**config.mk**
```make
export PLATFORM = sky130hd
export DESIGN_NAME = pulse_interval_monitor_flat
export DESIGN_NICKNAME = d
export VERILOG_FILES = /design/src/rtl/pulse_interval_monitor_if.sv /design/src/rtl/pulse_interval_monitor.sv /design/src/flat_wrapper.sv
export SDC_FILE = /design/constraint.sdc
export NUM_CORES = 1
export LEC_CHECK = 0
export CORE_MARGIN = 4
export CORE_UTILIZATION = 40
export CTS_BUF_LIST = sky130_fd_sc_hd__clkbuf_8
export DETAILED_ROUTE_END_ITERATION = 12
export GPL_TIMING_DRIVEN = 0
export PLACE_DENSITY = 0.64
export SETUP_SLACK_MARGIN = 0.2
export SYNTH_ARGS = -nofsm -noshare
export SYNTH_HDL_FRONTEND = slang
export SYNTH_SLANG_ARGS = --single-unit
export TNS_END_PERCENT = 5
```
**constraint.sdc**
```tcl
create_clock -name clk -period 2.7 [get_ports clk]
set_input_delay 0.54 -clock clk [delete_from_list [all_inputs] [get_ports clk]]
set_output_delay 0.54 -clock clk [all_outputs]
set_load 0.01 [all_outputs]
```
**src/rtl/pulse_interval_monitor_if.sv**
```systemverilog
// Control and status bundle between the tick-interval monitor and its controller.
// The controller side drives the inputs; the monitor side returns the measured results.
interface pulse_interval_monitor_if #(
    parameter int CNT_W = 30
);
    logic             enable;
    logic             pulse_in;
    logic             clear;
    logic [CNT_W-1:0] period;
    logic             period_valid;
    logic             timeout;
    logic             busy;

    modport master (
        output enable, pulse_in, clear,
        input  period, period_valid, timeout, busy
    );

    modport slave (
        input  enable, pulse_in, clear,
        output period, period_valid, timeout, busy
    );
endinterface

```
**src/rtl/pulse_interval_monitor.sv**
```systemverilog
// Measures the clk-cycle interval between rising edges of a tick stream.
// A sticky timeout is raised when no tick arrives within TIMEOUT_CYCLES cycles.
module pulse_interval_monitor #(
    parameter int TIMEOUT_CYCLES = 600_000_000,
    parameter int CNT_W          = 30
) (
    input  logic                    clk,
    input  logic                    reset_n,
    pulse_interval_monitor_if.slave bus
);
    typedef enum logic [1:0] {
        IDLE,
        WAIT_FIRST,
        MEASURE,
        TIMED_OUT
    } state_t;

    localparam logic [CNT_W:0] C_THRESHOLD = (CNT_W+1)'(TIMEOUT_CYCLES);

    state_t           r_state;
    logic [CNT_W-1:0] r_count;
    logic [CNT_W-1:0] r_period;
    logic             r_pulse_d;
    logic             r_period_valid;
    logic             r_timeout;
    logic             r_busy;

    logic             w_event;
    logic [CNT_W:0]   w_count_inc;
    logic             w_at_threshold;

    // One extra bit so count+1 cannot wrap before it is compared.
    assign w_event        = bus.pulse_in & ~r_pulse_d;
    assign w_count_inc    = {1'b0, r_count} + (CNT_W+1)'(1);
    assign w_at_threshold = (w_count_inc == C_THRESHOLD);

    always_ff @(posedge clk or negedge reset_n) begin
        if (!reset_n) begin
            r_state        <= IDLE;
            r_count        <= '0;
            r_period       <= '0;
            r_pulse_d      <= 1'b0;
            r_period_valid <= 1'b0;
            r_timeout      <= 1'b0;
            r_busy         <= 1'b0;
        end else begin
            r_pulse_d      <= bus.pulse_in;
            r_period_valid <= 1'b0;
            // Any enabled state leads to a non-IDLE state next cycle.
            r_busy         <= bus.enable;

            // A timeout raised below overrides this clear.
            if (bus.clear) begin
                r_timeout <= 1'b0;
            end

            if (!bus.enable) begin
                r_state <= IDLE;
                r_count <= '0;
            end else begin
                case (r_state)
                    IDLE: begin
                        r_state <= WAIT_FIRST;
                        r_count <= '0;
                    end
                    WAIT_FIRST, MEASURE: begin
                        if (w_event) begin
                            r_state <= MEASURE;
                            r_count <= '0;
                            // Only a second tick gives a complete interval.
                            if (r_state == MEASURE) begin
                                r_period       <= w_count_inc[CNT_W-1:0];
                                r_period_valid <= 1'b1;
                            end
                        end else if (w_at_threshold) begin
                            r_state   <= TIMED_OUT;
                            r_timeout <= 1'b1;
                        end else begin
                            r_count <= w_count_inc[CNT_W-1:0];
                        end
                    end
                    TIMED_OUT: begin
                        if (w_event) begin
                            r_state <= MEASURE;
                            r_count <= '0;
                        end
                    end
                endcase
            end
        end
    end

    assign bus.period       = r_period;
    assign bus.period_valid = r_period_valid;
    assign bus.timeout      = r_timeout;
    assign bus.busy         = r_busy;
endmodule

```
**src/flat_wrapper.sv**
```systemverilog
// flat-port wrapper written by rule: the top's interface ports become plain ports
module pulse_interval_monitor_flat 
#(
    parameter int TIMEOUT_CYCLES = 600_000_000,
    parameter int CNT_W          = 30
)
  (clk, reset_n, bus_enable, bus_pulse_in, bus_clear, bus_period, bus_period_valid, bus_timeout, bus_busy);
  pulse_interval_monitor_if #(.CNT_W(CNT_W)) bus_i ();
  input  logic clk;
  input  logic reset_n;
  input wire logic [$bits(bus_i.enable)-1:0] bus_enable;
  input wire logic [$bits(bus_i.pulse_in)-1:0] bus_pulse_in;
  input wire logic [$bits(bus_i.clear)-1:0] bus_clear;
  output wire logic [$bits(bus_i.period)-1:0] bus_period;
  output wire logic [$bits(bus_i.period_valid)-1:0] bus_period_valid;
  output wire logic [$bits(bus_i.timeout)-1:0] bus_timeout;
  output wire logic [$bits(bus_i.busy)-1:0] bus_busy;
  assign bus_i.enable = bus_enable;
  assign bus_i.pulse_in = bus_pulse_in;
  assign bus_i.clear = bus_clear;
  assign bus_period = bus_i.period;
  assign bus_period_valid = bus_i.period_valid;
  assign bus_timeout = bus_i.timeout;
  assign bus_busy = bus_i.busy;
  pulse_interval_monitor #(.TIMEOUT_CYCLES(TIMEOUT_CYCLES), .CNT_W(CNT_W)) u_core (.clk(clk), .reset_n(reset_n), .bus(bus_i));
endmodule
```
==> Yosys cells after proc, flatten, opt, wreduce, memory -nomap -nowiden <==
Cells that the tools add are included.
{ "op_classes": {"addsub": 1, "eq_ne": 7, "n_mux": 19, "bitwise_logic": 2, "n_reduce_logical": 5} }
{ "op_table": {"columns": ["op", "n"], "rows": [
  ["30-bit two-way mux", 4],
  ["30-bit one-hot mux with 3 select lines", 1],
  ["30-bit by 1-bit adder with 31-bit output, second input constant", 1],
  ["31-bit by 30-bit == test with 1-bit output, second input constant", 1],
  ["1-bit two-way mux", 9],
  ["2-bit two-way mux", 4],
  ["2-bit one-hot mux with 3 select lines", 1],
  ["2-bit == test, second input constant", 2],
  ["4-bit by 2-bit inequality test with 1-bit output, second input constant", 1],
  ["4-bit by 3-bit inequality test with 1-bit output, second input constant", 1],
  ["2-bit AND reduction", 2],
  ["4-bit AND reduction", 1],
  ["3-bit by 2-bit inequality test with 1-bit output, second input constant", 1],
  ["2-bit by 1-bit == test with 1-bit output, second input constant", 1],
  ["2-bit zero test", 1],
  ["2-bit OR reduction", 1],
  ["1-bit AND", 1],
  ["1-bit NOT", 1]
]} }
{ "totals": {"ff_bits": 66, "inputBits": 5, "out_inout_bits": 33, "word_cells": 41} }

==> Longest topological paths before layout <==
Gate-level depths: netlist of the first run.
{ "depth": {"word_depth": 6, "depth_mapped": 12, "depth_no_buf": 9} }

==> Worst setup path before layout of the first run <==
No wires, ideal clock.
{ "synth_timing": {"path_type": "register -> register", "start": "register u_core.r_count[7]", "end": "register u_core.r_count[13]", "setup_ns": 0.135, "arrival_time_ns": 2.663, "t_required_ns": 2.565, "setup_slack_ns": -0.098, "path_stages_with_launch": 12, "path_buffers": 3, "synth_period_minus_slack_ns": 2.798, "path_cell_list": "dfrtp_1 -> buf_2 -> nand4_1 -> nor4_2 -> mux2i_1 -> nand4_1 -> or4_1 -> nand4bb_1 -> buf_2 -> nand2_1 -> buf_4 -> o31ai_1"} }
{ "synth_via": {"elab_chain_cells": 5, "elab_cells_between_ends": 8, "cone_classes": "add/sub (1); eq/ne (2); mux (4); reduce/logical (1)"} }
{ "synth_rtl": {"columns": ["item", "line_no", "source"], "rows": [
  ["start: declaration", "pulse_interval_monitor.sv:21", "logic [CNT_W-1:0] r_count;"],
  ["start signal: assignment", "pulse_interval_monitor.sv:79", "r_count <= w_count_inc[CNT_W-1:0];"],
  ["30-bit by 1-bit adder with 31-bit output *", "pulse_interval_monitor.sv:34", "assign w_count_inc = {1'b0, r_count} + (CNT_W+1)'(1);"],
  ["parallel branches: the longest is 4 deep, another holds 31-bit by 30-bit == test with 1-bit output", null, null]
]} }
Every way passes the cells marked *. The select of a mux whose other input is x is not followed.
A chain may end at the register's enable or synchronous reset.

==> Worst setup path after layout of the first run <==
{ "layout_timing": {"start": "register u_core.r_count[3]", "end": "register u_core.r_state[1]"} }
{ "layout_via": {"elab_chain_cells": 4} }
{ "layout_rtl": {"columns": ["item", "line_no", "source"], "rows": [
  ["30-bit by 1-bit adder with 31-bit output", "pulse_interval_monitor.sv:34", null],
  ["31-bit by 30-bit == test with 1-bit output", "pulse_interval_monitor.sv:35", "assign w_at_threshold = (w_count_inc == C_THRESHOLD);"],
  ["4-bit by 2-bit inequality test with 1-bit output (no source line)", null, null],
  ["2-bit AND reduction (no source line)", null, null],
  ["end signal: assignment", "pulse_interval_monitor.sv:39", "r_state <= IDLE;"],
  ["end signal: assignment", "pulse_interval_monitor.sv:58", "r_state <= IDLE;"],
  ["end signal: assignment", "pulse_interval_monitor.sv:63", "r_state <= WAIT_FIRST;"],
  ["end: declaration", "pulse_interval_monitor.sv:20", "state_t r_state;"]
]} }
Every way passes these cells.

==> results of run 1 <==
## report_power, final
group,switching (uW),internal [uW]
combinational,329,208
sequential,33.3,1030
clock,420,424
total,782,1660
## state kept, by name, indices dropped and copies added, names as in the netlist
| signal | flops |
|---|---|
| u_core.r_count | 30 |
| u_core.r_pulse_d | 1 |
| u_core.bus.period | 30 |
| u_core.bus.busy | 1 |
| u_core.r_state | 2 |
| u_core.bus.timeout | 1 |
| u_core.bus.period_valid | 1 |
## cell usage after synthesis, drive strengths merged (11+ instances only)
| cell | instances |
|---|---|
| a21oi | 21 |
| buf | 18 |
| clkbuf | 19 |
| dfrtp | 66 |
| inv | 12 |
| nand2 | 80 |
| nand3 | 24 |
| nand4 | 15 |
| nor2 | 21 |
| nor3 | 13 |
| nor4 | 11 |
| o21ai | 51 |
| xnor2 | 18 |
## cell families (layout without fill, tap and decap cells)
| family | after synthesis | count (layout) |
|---|---|---|
| simple gates | 210 | 210 |
| compound gates | 109 | 109 |
| flops | 66 | 66 |
| buf+inv | 49 | 150 |
| xor+xnor | 27 | 27 |
| mux | 8 | 8 |
| fa+ha+maj | 5 | 5 |
## worst max-delay path by stage
stage / end / slack (ns) / cells past startpoint
global placement: u_core.bus.period[20] / -1.21 / 1
detailed placement: u_core.r_count[9] / -0.41 / 12
global route: u_core.r_state[1] / -0.34 / 12
CTS: u_core.r_state[1] / -0.13 / 11
finish: u_core.r_state[1] / -0.20 / 12
floorplan: u_core.r_count[4] / 0.07 / 11
## area by class of cell
class                           count  area share (%)
Multi-Input combinational cell    359            43.3
Inverter                           12           0.817
Clock inverter                      7            1.25
Clock buffer                        9            2.25
Timing Repair Buffer               85            14.2
Sequential cell                    66            30.0
Buffer                             37            5.08
Tap cell                          133            3.02
## per-stage QoR
stage	setup slack (ns)	instances	hold WS (ns)
2_1_floorplan	0.0700	474	0.244
3_3_place_gp	-1.21	644	0.463
3_5_place_dp	-0.411	644	0.470
4_1_cts	-0.130	706	0.326
5_1_grt	-0.343	708	0.356
6_report	-0.197	708	0.279
## routing by layer
layer / part of all wire [%] / wire length (um)
met2: 46 / 5580
met3: 6.6 / 804
met5: 0 / 0
met4: 2.3 / 283
met1: 45 / 5490
## what timing repair did
item,CTS,global route
setup endpoints to repair,27,31
pin swaps,36,11
hold endpoints to repair,0,0
buffers inserted,45,2
cloned,1,0
resized for setup,58,8
==> reports/summary.md, run 1 <==
## Setup path
- **Critical Setup Path Class** reg -> reg
- **setup slack of the worst register-to-register path** -0.20 ns
- **startpoint type of the worst setup path** flop
- **crit path launch** u_core.r_count[3]
- **worst path bufs/invs** 4
- **series of cell instances along the critical path** buf_6 > nand4_4 > buf_12 > nor4_4 > mux2i_1 > nand4_1 > or4_1 > nand4bb_1 > buf_6 > buf_12 > a21oi_4 > mux2i_1
- **arrival time at the worst endpoint** 3.18 ns
- **Worst Path Required** 2.98 ns
- **biggest cell delay along the critical path** 0.52 ns
- **cell class contributing the biggest share of worst-path delay** simple AND/OR/NAND/NOR gates
- **worst r2r src** u_core.r_count[3]
- **Crit Path Max Fanout** 5
- **kind of capture point of the worst setup path** flop
- **Critical R2R Capture** u_core.r_state[1]
- **Crit-path slowest cell** sky130_fd_sc_hd__or4_1
- **R2R depth** 12

## Synthesis
- **proportion of netlist area held by the largest area contributor** 40.9%
- **fraction of synthesized area in multiplexers** 2.10%
- **synthesized-area fraction occupied by ao, oa, aoi and oai cells** 16.2%
- **main combinational cell family by area after synthesis** simple AND/OR/NAND/NOR gates
- **share of synthesized cell area in and, or, nand and nor gates** 28.0%
- **number of distinct standard cells referenced by the synthesized netlist** 56
- **synthesized area per cell** 8.53 um^2
- **post-synthesis adder-cell area fraction** 1.55%
- **area of the mapped netlist** 4040 um^2
- **dominant cells by area after synthesis** sky130_fd_sc_hd__dfrtp_1 41%, sky130_fd_sc_hd__nand2_1 7.4%, sky130_fd_sc_hd__o21ai_0 5.9%
- **number of warning messages in the yosys log** 0
- **xor and xnor area share after synthesis** 5.85%
- **asr flop ratio synth** 100%
- **sequential cell area fraction in the yosys report** 40.9%
- **post-synthesis cell count** 474
- **post-synthesis sequential element count** 66
- **Synthesized Nets** 484
- **number of enable flip-flop cells after synthesis** 0
- **top cell type by total area after synthesis** sky130_fd_sc_hd__dfrtp_1
- **leading register cell type out of synthesis** sky130_fd_sc_hd__dfrtp_1

## GRT
- **GR Util met1** 29.7%
- **initial antenna violation count** 0
- **fraction of met3 tracks used by global routing** 4.06%
- **gr ovfl total** 0
- **wire length of the first global-routing pass** 20.0 mm
- **pin count of the biggest net entering global routing** 67
- **GRT Max-Usage Layer** met2
- **via count of the first global-routing pass** 3956
- **global-route usage over all layers** 21.9%
- **met2 routing resource usage after global routing** 34.6%

## Route
- **count of antenna-violating nets left after detailed routing** 0
- **total via count in the routed design** 3959
- **post-DR vias/cell** 5.59
- **residual DRC count** 0
- **number of DRC violations after detailed-routing iteration 0** 377
- **detailed-route wire length** 12.1 mm
- **wire per inst** 17.2 um
- **first-pass iteration count of the detailed router** 5

## Timing
- **clock period minus final worst setup slack** 2.90 ns
- **RSZ-0062 raised after global routing** true
- **fmax** 345 MHz
- **worst relative slew slack** 44.7%
- **Final Hold Vio Count** 0
- **setup_tns** -2.09 ns
- **worst clock skew on the final layout** 0.0121 ns
- **period utilization** 107%
- **worst slew pin tran** 0.829 ns
- **minimum setup slack in the final design** -0.197 ns
- **Setup-failing EPs final** 19
- **Slew Viols, Final** 0

## Final layout
- **post-synthesis to final-layout area growth** 36.4%
- **ratio of cells with drive above 1 in the final layout** 24.5%
- **most frequent cells in the layout** 76 x sky130_fd_sc_hd__nand2_1, 64 x sky130_fd_sc_hd__dfrtp_1, 47 x sky130_fd_sc_hd__buf_4
- **Final Instance Area** 5510 um^2
- **sequential cell area** 1650 um^2
- **fill cell count** 918
- **number of antenna cells inserted** 0
- **final design utilization** 56.1%
- **most frequent standard cell in the layout excluding fill and tap cells** sky130_fd_sc_hd__nand2_1
- **Final #Nets** 580
- **area of the multi-input gates** 2390 um^2

## Place
- **Port Buf Inserts** 37
- **placement-stage cell area** 4670 um^2
- **weighted congestion reported at the end of routability-driven placement** 0.892
- **half-perimeter wire length after placement** 8.30 mm

## Floorplan
- **floorplan die width** 109 um
- **Chip Height** 109 um
- **I/O Pins** 38
- **area of the core region** 9820 um^2
- **initial cell density of the core** 41.2%
- **Row Count** 36
- **die footprint** 11800 um^2

## Pwr
- **standby leakage power** 0.00232 uW
- **maximum VDD drop** 0.380 mV
- **overall power consumption** 2450 uW
- **PD cells** 444 nW/um^2

## Clock tree
- **source-to-sink clock delay at the later pin of the worst-skew pair** 0.36 ns
- **Sinks on Clock Net** 66
- **Num CTS Buffers** 9
- **number of hold buffers added after cts** 0
- **clock tree from TritonCTS** yes
- **clock input transition at the sequential cells of the worst setup and hold paths** 0.08 ns
- **clk buf depth** 2
- **deepest level of the CTS H-tree** 3
- **root buf cell** sky130_fd_sc_hd__clkbuf_8

## Status
- **result of the run** finished with violations
- **violated checks** negative setup slack

## Hold path
- **Hold WC Path Type** in -> async

## Flow run
- **max cap viols** 0

(Power assumes the default switching activity.)
==> run 2, diff against run 1 <==
Settings changed: PLACE_DENSITY 0.64 to not set.
==> reports/summary.md, run 2 (synthesis gave the netlist of run 1 again) <==
## Status
- **result of the run** finished with violations, unchanged
- **violated checks** negative setup slack, unchanged

## Clock tree
- **clock input transition at the sequential cells of the worst setup and hold paths** 0.07 ns, was 0.08 ns
- **deepest level of the CTS H-tree** 3, unchanged
- **Sinks on Clock Net** 66, unchanged
- **root buf cell** sky130_fd_sc_hd__clkbuf_8, unchanged
- **Num CTS Buffers** 9, unchanged
- **clock tree from TritonCTS** yes, unchanged
- **source-to-sink clock delay at the later pin of the worst-skew pair** 0.35 ns, was 0.36 ns
- **clk buf depth** 2, unchanged

## Hold path
- **Hold WC Path Type** in -> async, unchanged

## Final layout
- **most frequent cells in the layout** 77 x sky130_fd_sc_hd__nand2_1, 62 x sky130_fd_sc_hd__dfrtp_1, 46 x sky130_fd_sc_hd__o21ai_0, was 76 x sky130_fd_sc_hd__nand2_1, 64 x sky130_fd_sc_hd__dfrtp_1, 47 x sky130_fd_sc_hd__buf_4
- **post-synthesis to final-layout area growth** 30.8%, was 36.4%
- **Final Instance Area** 5290 um^2, was 5510 um^2
- **ratio of cells with drive above 1 in the final layout** 21.4%, was 24.5%
- **most frequent standard cell in the layout excluding fill and tap cells** sky130_fd_sc_hd__nand2_1, unchanged
- **Final #Nets** 566, was 580
- **number of antenna cells inserted** 0, unchanged
- **Finished Layout Cells** 693, was 708

## Timing
- **period utilization** 106%, was 107%
- **worst relative slew slack** 43.1%, was 44.7%
- **Final Hold Vio Count** 0, unchanged
- **fmax** 348 MHz, was 345 MHz
- **minimum setup slack in the final design** -0.175 ns, was -0.197 ns
- **Slew Viols, Final** 0, unchanged
- **Setup-failing EPs final** 20, was 19
- **worst slew pin tran** 0.854 ns, was 0.829 ns
- **RSZ-0062 raised after global routing** true, unchanged
- **worst clock skew on the final layout** 0.0133 ns, was 0.0121 ns
- **clock period minus final worst setup slack** 2.87 ns, was 2.90 ns

## Route
- **detailed-route wire length** 12.3 mm, was 12.1 mm
- **count of antenna-violating nets left after detailed routing** 0, unchanged
- **post-DR vias/cell** 5.52, was 5.59
- **total via count in the routed design** 3826, was 3959
- **residual DRC count** 0, unchanged
- **wire per inst** 17.8 um, was 17.2 um
- **number of DRC violations after detailed-routing iteration 0** 297, was 377
- **first-pass iteration count of the detailed router** 5, unchanged

## Setup path
- **series of cell instances along the critical path** buf_6 > nand4_1 > buf_6 > nor4_4 > mux2i_1 > nand4_1 > or4_1 > nand4bb_1 > buf_6 > buf_6 > a211oi_2 > a211o_1, was buf_6 > nand4_4 > buf_12 > nor4_4 > mux2i_1 > nand4_1 > or4_1 > nand4bb_1 > buf_6 > buf_12 > a21oi_4 > mux2i_1
- **Crit Path Max Fanout** 6, was 5
- **arrival time at the worst endpoint** 3.17 ns, was 3.18 ns
- **cell occurring most often along the worst timing path** sky130_fd_sc_hd__buf_6
- **setup slack of the worst register-to-register path** -0.17 ns, was -0.20 ns
- **Worst Path Required** 3.00 ns, was 2.98 ns
- **startpoint type of the worst setup path** flop, unchanged
- **kind of capture point of the worst setup path** flop, unchanged
- **worst r2r src** u_core.r_count[11], was u_core.r_count[3]
- **Crit-path slowest cell** sky130_fd_sc_hd__or4_1, unchanged
- **Critical Setup Path Class** reg -> reg, unchanged
- **R2R depth** 12, unchanged
- **Critical R2R Capture** u_core.r_count[5], was u_core.r_state[1]
- **biggest cell delay along the critical path** 0.54 ns, was 0.52 ns

## Pwr
- **clock share of power** 30.2%, was 34.5%
- **Reg power frac** 46.5%, was 43.5%
- **PD cells** 432 nW/um^2, was 444 nW/um^2
- **reported net switching power** 733 uW, was 782 uW
- **internal power component** 1550 uW, was 1660 uW
- **standby leakage power** 0.00220 uW, was 0.00232 uW
- **maximum VDD drop** 0.335 mV, was 0.380 mV
- **Logic pwr share** 23.4%, was 22.0%
- **switching share of total power** 32.1%, was 32.0%
- **overall power consumption** 2280 uW, was 2450 uW

## Floorplan
- **initial cell density of the core** 41.2%, unchanged
- **floorplan die width** 109 um, unchanged
- **Row Count** 36, unchanged
- **die footprint** 11800 um^2, unchanged
- **area of the core region** 9820 um^2, unchanged
- **Chip Height** 109 um, unchanged
- **I/O Pins** 38, unchanged

## Place
- **placed instance count** 644, unchanged
- **Port Buf Inserts** 37, unchanged
- **weighted congestion reported at the end of routability-driven placement** 0.899, was 0.892
- **placement-stage cell area** 4670 um^2, unchanged
- **half-perimeter wire length after placement** 8.46 mm, was 8.30 mm

## GRT
- **gr ovfl total** 0, unchanged
- **initial antenna violation count** 0, unchanged
- **pin count of the biggest net entering global routing** 67, unchanged
- **global-route usage over all layers** 22.2%, was 21.9%
- **via count of the first global-routing pass** 3711, was 3956
- **wire length of the first global-routing pass** 19.8 mm, was 20.0 mm

## Flow run
- **max cap viols** 0, unchanged

## run 2: cell count changes in the layout (fill, tap and decap cells not counted), sizes merged
cell      change
bufinv        -1
clkinvlp      -1
buf          -14
clkinv        -1
inv           +2
## run 2: critical path, delay by kind of cell (launching register included)
family / cells / cell delay (ns)
and+or+nand+nor: 5 / 1.31
AOI/OAI and AO/OA: 2 / 0.29
muxes: 1 / 0.28
buffers and inverters: 4 / 0.56
DFF: 1 / 0.38
## run 2: per-stage QoR
step / TNS [ns] / hold WS (ns) / util [%] / setup WS [ns]
final: -2.50 / 0.295 / 53.8 / -0.175
after floorplan: 0 / 0.244 / - / 0.0700
after CTS: -1.79 / 0.327 / 53.6 / -0.143
after global placement: -92.00 / 0.461 / 47.6 / -1.27
after global routing: -5.43 / 0.367 / 53.8 / -0.308
after detailed placement: -9.92 / 0.469 / 47.6 / -0.472
## run 2: worst max path at each step
stage / start / end / slack, ns / depth (start not counted)
detailed placement: u_core.r_count[0] / u_core.r_count[13] / -0.47 / 12
global route: u_core.r_count[11] / u_core.r_count[5] / -0.31 / 12
global placement: reset_n / u_core.r_state[1] / -1.27 / 1
floorplan: u_core.r_count[0] / u_core.r_count[4] / 0.07 / 11
CTS: u_core.r_count[8] / u_core.r_count[5] / -0.14 / 11
finish: u_core.r_count[11] / u_core.r_count[5] / -0.17 / 12
## run 2: repair_timing
item,in CTS,in global routing
pin swaps,18,8
cloned,1,0
gates resized for setup,47,8
hold buffers,0,0
buffers inserted,32,1
setup endpoints to repair,30,29
## run 2: power by group through the flow
stage | combinational [uW] | clock [uW] | sequential [uW]
after global routing | 581 | 764 | 1070
after floorplan | 246 | 0 | 1090
after global placement | 437 | 0 | 1090
final | 534 | 689 | 1060
after detailed placement | 443 | 0 | 1090
after CTS | 535 | 716 | 1060
## run 2: area by class of cell
type,count,area (um^2)
Timing Repair Buffer,71,654
Buffer,37,264
Sequential cell,66,1660
Clock inverter,6,28.8
Inverter,12,45.0
Fill cell,975,4530
Tap cell,133,166
Clock buffer,9,124
Multi-Input combinational cell,359,2350
## run 2: layer usage
| layer | track usage [%] | vias to the layer above | part of all wire, % |
|---|---|---|---|
| met5 | 0 | - | 0 |
| met1 | 31.3 | 1826 | 47 |
| li1 | - | 1857 | - |
| met4 | 8.21 | 0 | 2.5 |
| met2 | 33.7 | 118 | 46 |
| met3 | 4.18 | 25 | 5.2 |
